`src/rtl/hole_pocket_detector_if.sv`:
```
// Per-pixel drawing-request bundle between the bitmap drawers
// and the hole/ball pocket detector.
interface hole_pocket_detector_if;
   logic        startOfFrame;
   logic        drawingRequestBall;
   logic        drawingRequestHole;
   logic        enable;
   logic        pocketed;
   logic        busy;
   logic [10:0] lastOverlapCount;

   modport master (
      output startOfFrame,
      output drawingRequestBall,
      output drawingRequestHole,
      output enable,
      input  pocketed,
      input  busy,
      input  lastOverlapCount
   );

   modport slave (
      input  startOfFrame,
      input  drawingRequestBall,
      input  drawingRequestHole,
      input  enable,
      output pocketed,
      output busy,
      output lastOverlapCount
   );
endinterface

```
`src/rtl/hole_pocket_detector.sv`:
```
// Counts ball/hole overlap pixels per frame and reports a
// debounced pocketed pulse, followed by a frame cooldown.
module hole_pocket_detector #(
   parameter int unsigned OVERLAP_THRESHOLD = 64,
   parameter int unsigned CONSEC_FRAMES     = 2,
   parameter int unsigned COOLDOWN_FRAMES   = 30
) (
   input  logic clk,
   input  logic reset,
   hole_pocket_detector_if.slave bus
);

   typedef enum logic [1:0] {
      SCAN,
      REPORT,
      COOLDOWN
   } state_t;

   state_t      state;
   logic [10:0] pix_cnt;
   logic [10:0] last_cnt;
   logic [3:0]  hit_cnt;
   logic [7:0]  cool_cnt;
   logic        pocketed_q;
   logic        busy_q;

   logic        sof;
   logic        overlap;
   logic        hit_frame;
   logic        pix_sat;
   logic [3:0]  hit_nxt;

   assign sof       = bus.startOfFrame;
   assign overlap   = bus.drawingRequestBall
                    & bus.drawingRequestHole;
   assign hit_frame = pix_cnt >= 11'(OVERLAP_THRESHOLD);
   assign pix_sat   = &pix_cnt;
   assign hit_nxt   = hit_cnt + 4'd1;

   always_ff @(posedge clk) begin
      if (reset) begin
         state      <= SCAN;
         pix_cnt    <= '0;
         last_cnt   <= '0;
         hit_cnt    <= '0;
         cool_cnt   <= '0;
         pocketed_q <= 1'b0;
         busy_q     <= 1'b0;
      end else begin
         pocketed_q <= 1'b0;

         // the startOfFrame pixel already belongs to the new frame
         if (sof) begin
            last_cnt <= pix_cnt;
            pix_cnt  <= {10'd0, overlap};
         end else if (overlap && !pix_sat) begin
            pix_cnt  <= pix_cnt + 11'd1;
         end

         unique case (state)
            SCAN: begin
               if (sof) begin
                  if (!bus.enable || !hit_frame) begin
                     hit_cnt <= '0;
                  end else if (hit_nxt == 4'(CONSEC_FRAMES)) begin
                     hit_cnt    <= '0;
                     state      <= REPORT;
                     pocketed_q <= 1'b1;
                  end else begin
                     hit_cnt <= hit_nxt;
                  end
               end
            end
            REPORT: begin
               state    <= COOLDOWN;
               busy_q   <= 1'b1;
               cool_cnt <= 8'(COOLDOWN_FRAMES);
            end
            COOLDOWN: begin
               if (sof) begin
                  cool_cnt <= cool_cnt - 8'd1;
                  if (cool_cnt == 8'd1) begin
                     state   <= SCAN;
                     busy_q  <= 1'b0;
                     hit_cnt <= '0;
                  end
               end
            end
            default: begin
               state <= SCAN;
            end
         endcase
      end
   end

   assign bus.pocketed         = pocketed_q;
   assign bus.busy             = busy_q;
   assign bus.lastOverlapCount = last_cnt;

endmodule

```
`src/flat_wrapper.sv`:
```
// flat-port wrapper written by rule: the top's interface ports become plain ports
module hole_pocket_detector_flat 
#(
   parameter int unsigned OVERLAP_THRESHOLD = 64,
   parameter int unsigned CONSEC_FRAMES     = 2,
   parameter int unsigned COOLDOWN_FRAMES   = 30
)
  (clk, reset, bus_startOfFrame, bus_drawingRequestBall, bus_drawingRequestHole, bus_enable, bus_pocketed, bus_busy, bus_lastOverlapCount);
  hole_pocket_detector_if bus_i ();
  input  logic clk;
  input  logic reset;
  input wire logic [$bits(bus_i.startOfFrame)-1:0] bus_startOfFrame;
  input wire logic [$bits(bus_i.drawingRequestBall)-1:0] bus_drawingRequestBall;
  input wire logic [$bits(bus_i.drawingRequestHole)-1:0] bus_drawingRequestHole;
  input wire logic [$bits(bus_i.enable)-1:0] bus_enable;
  output wire logic [$bits(bus_i.pocketed)-1:0] bus_pocketed;
  output wire logic [$bits(bus_i.busy)-1:0] bus_busy;
  output wire logic [$bits(bus_i.lastOverlapCount)-1:0] bus_lastOverlapCount;
  assign bus_i.startOfFrame = bus_startOfFrame;
  assign bus_i.drawingRequestBall = bus_drawingRequestBall;
  assign bus_i.drawingRequestHole = bus_drawingRequestHole;
  assign bus_i.enable = bus_enable;
  assign bus_pocketed = bus_i.pocketed;
  assign bus_busy = bus_i.busy;
  assign bus_lastOverlapCount = bus_i.lastOverlapCount;
  hole_pocket_detector #(.OVERLAP_THRESHOLD(OVERLAP_THRESHOLD), .CONSEC_FRAMES(CONSEC_FRAMES), .COOLDOWN_FRAMES(COOLDOWN_FRAMES)) u_core (.clk(clk), .reset(reset), .bus(bus_i));
endmodule
```
`config.mk`:
```
export PLATFORM = sky130hd
export DESIGN_NAME = hole_pocket_detector_flat
export DESIGN_NICKNAME = d
export VERILOG_FILES = /design/src/rtl/hole_pocket_detector_if.sv /design/src/rtl/hole_pocket_detector.sv /design/src/flat_wrapper.sv
export SDC_FILE = /design/constraint.sdc
export NUM_CORES = 1
export LEC_CHECK = 0
export BUFFER_PORTS_ARGS = -buffer_cell sky130_fd_sc_hd__clkbuf_2
export CORE_ASPECT_RATIO = 0.5
export CORE_UTILIZATION = 57
export DETAILED_ROUTE_END_ITERATION = 8
export PLACE_DENSITY_LB_ADDON = 0.05
export SLEW_MARGIN = 10
export SYNTH_ARGS = -nofsm -noshare
export SYNTH_HDL_FRONTEND = slang
export SYNTH_SLANG_ARGS = --single-unit
```
`constraint.sdc`:
```
create_clock -name clk -period 1.8 [get_ports clk]
set_input_delay 0.18 -clock clk [delete_from_list [all_inputs] [get_ports clk]]
set_output_delay 0.18 -clock clk [all_outputs]
set_load 0.02 [all_outputs]
```
* Yosys cells after proc, flatten, opt, wreduce, memory -nomap -nowiden
Cells that the tools add are included.
** Operators by class
- Add/subtract/negate cells :: 3
- Magnitude comparators :: 1
- Equal/unequal tests :: 9
- Multiplexer cells :: 20
- Bitwise logic cells :: 3
- Reduce and logical (&&, ||, !) cells :: 16
** Operators by type and width (number)
- two-way mux 4 bit :: 5
- one-hot mux 8 bit (2 select lines) :: 1
- adder 11 x 1 -> 11 bit (second input constant) :: 1
- greater-or-equal comparator 11 x 7 -> 1 bit (second input constant) :: 1
- AND reduction 11 bit :: 1
- two-way mux 2 bit :: 5
- equality test 8 x 1 -> 1 bit (second input constant) :: 1
- two-way mux 8 bit :: 1
- one-hot mux 4 bit (2 select lines) :: 1
- subtractor 8 x 1 -> 8 bit (second input constant) :: 1
- inequality test 2 bit (second input constant) :: 3
- one-hot mux 2 bit (3 select lines) :: 1
- nonzero test 2 bit :: 3
- two-way mux 1 bit :: 5
- AND reduction 5 bit :: 1
- adder 4 x 1 -> 4 bit (second input constant) :: 1
- equality test 4 x 2 -> 1 bit (second input constant) :: 1
- inequality test 2 x 1 -> 1 bit (second input constant) :: 2
- AND reduction 4 bit :: 1
- OR reduction 4 bit :: 1
- zero test 1 bit :: 3
- AND reduction 3 bit :: 1
- equality test 2 x 1 -> 1 bit (second input constant) :: 1
- equality test 2 bit (second input constant) :: 1
- 8 further kinds :: 9
** Word-level totals
- Register bits :: 38
- Bits of input ports :: 6
- Output and inout port bits :: 13
- Logic and storage cells :: 60

* Logic depth before layout (Yosys ltp)
- Word-level depth :: 6
- Gate-level depth with buffers :: 7
- Gate-level depth less buffers :: 6

* Least setup slack after synthesis
OpenSTA, ideal clock, no wires.
- Path kind :: register to register
- Start point :: register u_core.pix_cnt[7]
- End point :: register u_core.hit_cnt[1]
- Setup time :: 0.117 ns
- Arrival :: 1.475 ns
- Data required time :: 1.683 ns
- Setup slack :: 0.208 ns
- Cell stages (with the launch flop) :: 7
- Buffers on the path :: 1
- Period minus slack after synthesis :: 1.592 ns
- Cells stage by stage :: dfxtp_1 -> or4_1 -> o21ai_2 -> or4_1 -> buf_6 -> nor2_2 -> a22o_1
** On the way
- Longest elaborated chain between the ends :: 6
** RTL lines
- start, declared :: RTL line hole_pocket_detector.sv:20 : logic [10:0] pix_cnt;
- start signal, assigned :: RTL line hole_pocket_detector.sv:55 : pix_cnt <= {10'd0, overlap};
- start signal, assigned :: RTL line hole_pocket_detector.sv:57 : pix_cnt <= pix_cnt + 11'd1;
- greater-or-equal comparator 11 x 7 -> 1 bit :: RTL line hole_pocket_detector.sv:36 : assign hit_frame = pix_cnt >= 11'(OVERLAP_THRESHOLD);
- zero test 1 bit :: RTL line hole_pocket_detector.sv:63 : if (!bus.enable || !hit_frame) begin
- logical OR 1 bit :: RTL line hole_pocket_detector.sv:63
- two-way mux 4 bit :: RTL line hole_pocket_detector.sv:63
- two-way mux 4 bit :: RTL line hole_pocket_detector.sv:62 : if (sof) begin
- one-hot mux 4 bit (2 select lines) :: RTL line hole_pocket_detector.sv:60 : unique case (state)
- end signal, assigned :: RTL line hole_pocket_detector.sv:70 : hit_cnt <= hit_nxt;
- end, declared :: RTL line hole_pocket_detector.sv:22 : logic [3:0] hit_cnt;
Every way passes these cells. The select of a mux whose other input is x is not followed.
A chain may end at the register's enable or synchronous reset.

* Worst setup path in the final report
Ends and elaborated chain as after synthesis.

==> impl_results.md <==
* Routed vias/inst at between 5 and 6
* Layout Skew at ~0.0059 ns
* Cell area after synthesis at 0.00173 mm²
* P_int at 0.00145 W
* PortBufs at 18
* Filler instances at ~220
* Largest net degree at the start of global routing at 27
* Tot Pwr at ~0.0018 W
* Fmax at 612 MHz
* Clk_lat worst skew at between 0.2 and 0.3 ns
* Post-synth cell types at 41
* Worst Path Arrival at 1.82 ns
* Worst slew pin tran at 0.448 ns
* Clk sink count at 38
* Outcome: complete, no violations
* Ys Warns at 0
* Relative slew slack at 0.699
* Most common cell in the netlist: dfxtp_1
* Gpl congestion at 0.800
* Synth cell count leaders: dfxtp_1, nor2_1, a21oi_1
* Die ar. at 0.00328 mm²
* Vias in the first global route at 1229
* Tmin final at approximately 1.6 ns
* Final hold vios at 0
* Buffers & Inverters on Critical Path at 0
* Via count at ~1400
* Mean area per synthesized cell at 8.79 µm²
* Layout cell share with drive strength beyond 1 at 0.174
* Core footprint at between 0.002 and 0.003 mm²
* DRC violations left at 0
* Antenna Cells at 0
* Top FF cell, synth: dfxtp_1
* Slew Viols, Final at 0
* GRT met2 Usage at 0.400
* Antenna violations before repair at 0
* Reg power frac at 0.470
* Gr ovfl total at 0
* HPWL after DPL at approximately 2300 µm
* Ports at 19
* Synth area leaders: dfxtp_1, mux2i_1, nor2_1
* First DRT Iteration DRCs at 59
* RSZ-0062 raised after global routing: false
* Setup tns final at 0 ns
* Sw Pwr at 0.000343 W
* Worst EP required at 1.99 ns
* Routed Antenna Nets at 0
* Power per Cell Area at 895 mW/mm²
* Core Util, Final at 0.734
* Clock root cell: clkbuf_8
* Pre-antenna DRT Iters at 4
* Crit path max-delay family: simple AND/OR/NAND/NOR gates
* Die height at slightly above 40 µm
* Mapped Nets at between 200 and 250
* # hold bufs at CTS at 0
* Syn Inst Count at 197
* Post-Route WL at between 3000 and 4000 µm
* Gr usage total at 0.233
* Sequential-to-total area share from yosys stat at 0.439
* Htree depth at 2
* Horiz. Die Dim at roughly 80 µm
* Rows at 13
* Critical Path Max Stage Delay at 0.55 ns
* Initial Util at 0.634
* Crit path launch type: flop
* Critical path endpoint category: flop
* FF+latch count, synth at 38
* First-pass GRT wire length at 5420 µm
* Fin nets at 229
* Comb pwr share at 0.027
* Peak supply drop at 570 µV
* Tcrit/Tclk final at 0.908
* Clock tree buffer depth at 2
* WL per Instance at 13.2 µm
* Crit-path slowest cell: or4_1
* Crit path cell chain: or4_1 -> o21ai_2 -> or4_4 -> nor2_2 -> a22o_1
* Area Overhead vs Synth at 15.8%
* Static leakage at 0.798 nW
* Met3 usage at 0.0733
* Post-synth EDFFs at 0
* Busiest grt layer: met2
* GR Util met1 at 0.288
* Maximum Capacitance Violations at 0
* CP max FO at 6
* Critical path class: flop to flop
* Share of synthesized registers carrying an async set or reset at 0
* CTS tree: yes
* TritonCTS Buffers at 5
* Hold Crit Class: primary input to flop
* Synth top area share at 0.439
* Clock power frac at 0.502
* Final-report setup violation count at 0
* Sw Ratio at 0.191
* Yosys top cell by area: dfxtp_1
* Worst-path clk slew at 0.08 ns
-- repair_timing --
| item | CTS | global route |
|---|---|---|
| setup endpoints to repair | 0 | 2 |
| setup buffers | 0 | 0 |
| gates resized for setup | 0 | 2 |
| hold endpoints to repair | 0 | 0 |
-- kinds of logic (layout without fill, tap and decap cells) --
family	after synthesis	after routing	synth area share
xor gates and xnor gates	10	10	0.0506
muxes	11	11	0.0636
DFF	38	38	0.439
adders and majority gates	6	6	0.0434
AOI/OAI and AO/OA	32	32	0.113
and+or+nand+nor	85	85	0.251
buffers and inverters	15	36	0.0390
-- state kept, by name, indices dropped and copies added (netlist names) --
name                         flops
u_core.hit_cnt                   4
u_core.bus.busy                  1
u_core.bus.pocketed              1
u_core.state                     2
u_core.cool_cnt                  8
u_core.bus.lastOverlapCount     11
u_core.pix_cnt                  11
-- through the flow --
| stage | instance area, µm² | hold WS, ns | instances | setup WS, ns |
|---|---|---|---|---|
| finish | 2010 | 0.161 | 255 | 0.166 |
| global route | 2010 | 0.159 | 255 | 0.0583 |
| CTS | 2000 | 0.155 | 255 | 0.0865 |
| floorplan | 1730 | 0.344 | 197 | 0.208 |
| detailed placement | 1850 | 0.471 | 247 | 0.104 |
| global placement | 1850 | 0.462 | 247 | 0.149 |
-- metal layers --
| layer | vias to the layer above | share of wire | routed length (µm) |
|---|---|---|---|
| met2 | 16 | 0.46 | 1550 |
| met5 | - | 0 | 0 |
| met4 | 0 | 0.011 | 38 |
| li1 | 724 | - | - |
| met1 | 668 | 0.50 | 1680 |
| met3 | 7 | 0.031 | 106 |
-- layout by cell type, fill, tap and decap left out, types with 4 or more instances in the layout --
master    count
and3_1        5
inv_1         6
buf_4         4
or2_2         4
dfxtp_1      38
nand3_1      11
nand2_1      11
nor2_1       28
xor2_1        6
o21ai_0       5
nand4_1       5
ha_1          6
clkbuf_8      6
a21oi_1      13
clkbuf_2     18
mux2i_1      11
xnor2_1       4
-- power groups by stage --
stage | registers [W] | clock network (W) | logic, W
after floorplan | 0.000864 | 0 | 0.0000336
final | 0.000844 | 0.000901 | 0.0000493
after global routing | 0.000844 | 0.000951 | 0.0000543
after global placement | 0.000864 | 0 | 0.0000485
after detailed placement | 0.000864 | 0 | 0.0000496
after CTS | 0.000844 | 0.000914 | 0.0000499
-- cell type report --
cell class	count	area, µm²	area share
flip-flops and latches	38	761	0.379
multi-input cells	144	913	0.455
repair buffers	22	120	0.0599
clock inverters	2	60.1	0.0299
well taps	37	46.3	0.0231
inverters	6	22.5	0.0112
clock buffers	6	82.6	0.0412
-- path summary, 6_finish.rpt --
| kind | from | end | slack [ns] | depth (start not counted) |
|---|---|---|---|---|
| setup / recovery | u_core.pix_cnt[7]$_SDFFE_PP0P_ | u_core.hit_cnt[1]$_SDFFE_PP0P_ | 0.17 | 5 |
| hold / removal | bus_drawingRequestHole | u_core.pix_cnt[1]$_SDFFE_PP0P_ | 0.16 | 3 |
| setup reg to reg | u_core.pix_cnt[7]$_SDFFE_PP0P_ | u_core.hit_cnt[1]$_SDFFE_PP0P_ | 0.17 | 5 |
| hold reg to reg | u_core.bus.busy$_SDFFE_PP0P_ | u_core.bus.busy$_SDFFE_PP0P_ | 0.48 | 2 |
-- worst reg2reg max path, delay by kind of cell (launching register included) --
family / cells / cell delay (ns)
AND/OR/NAND/NOR: 3 / 0.78
AO/OA/AOI/OAI: 2 / 0.39
flip-flops: 1 / 0.36
Note: power is estimated with default switching activity, not from simulation.
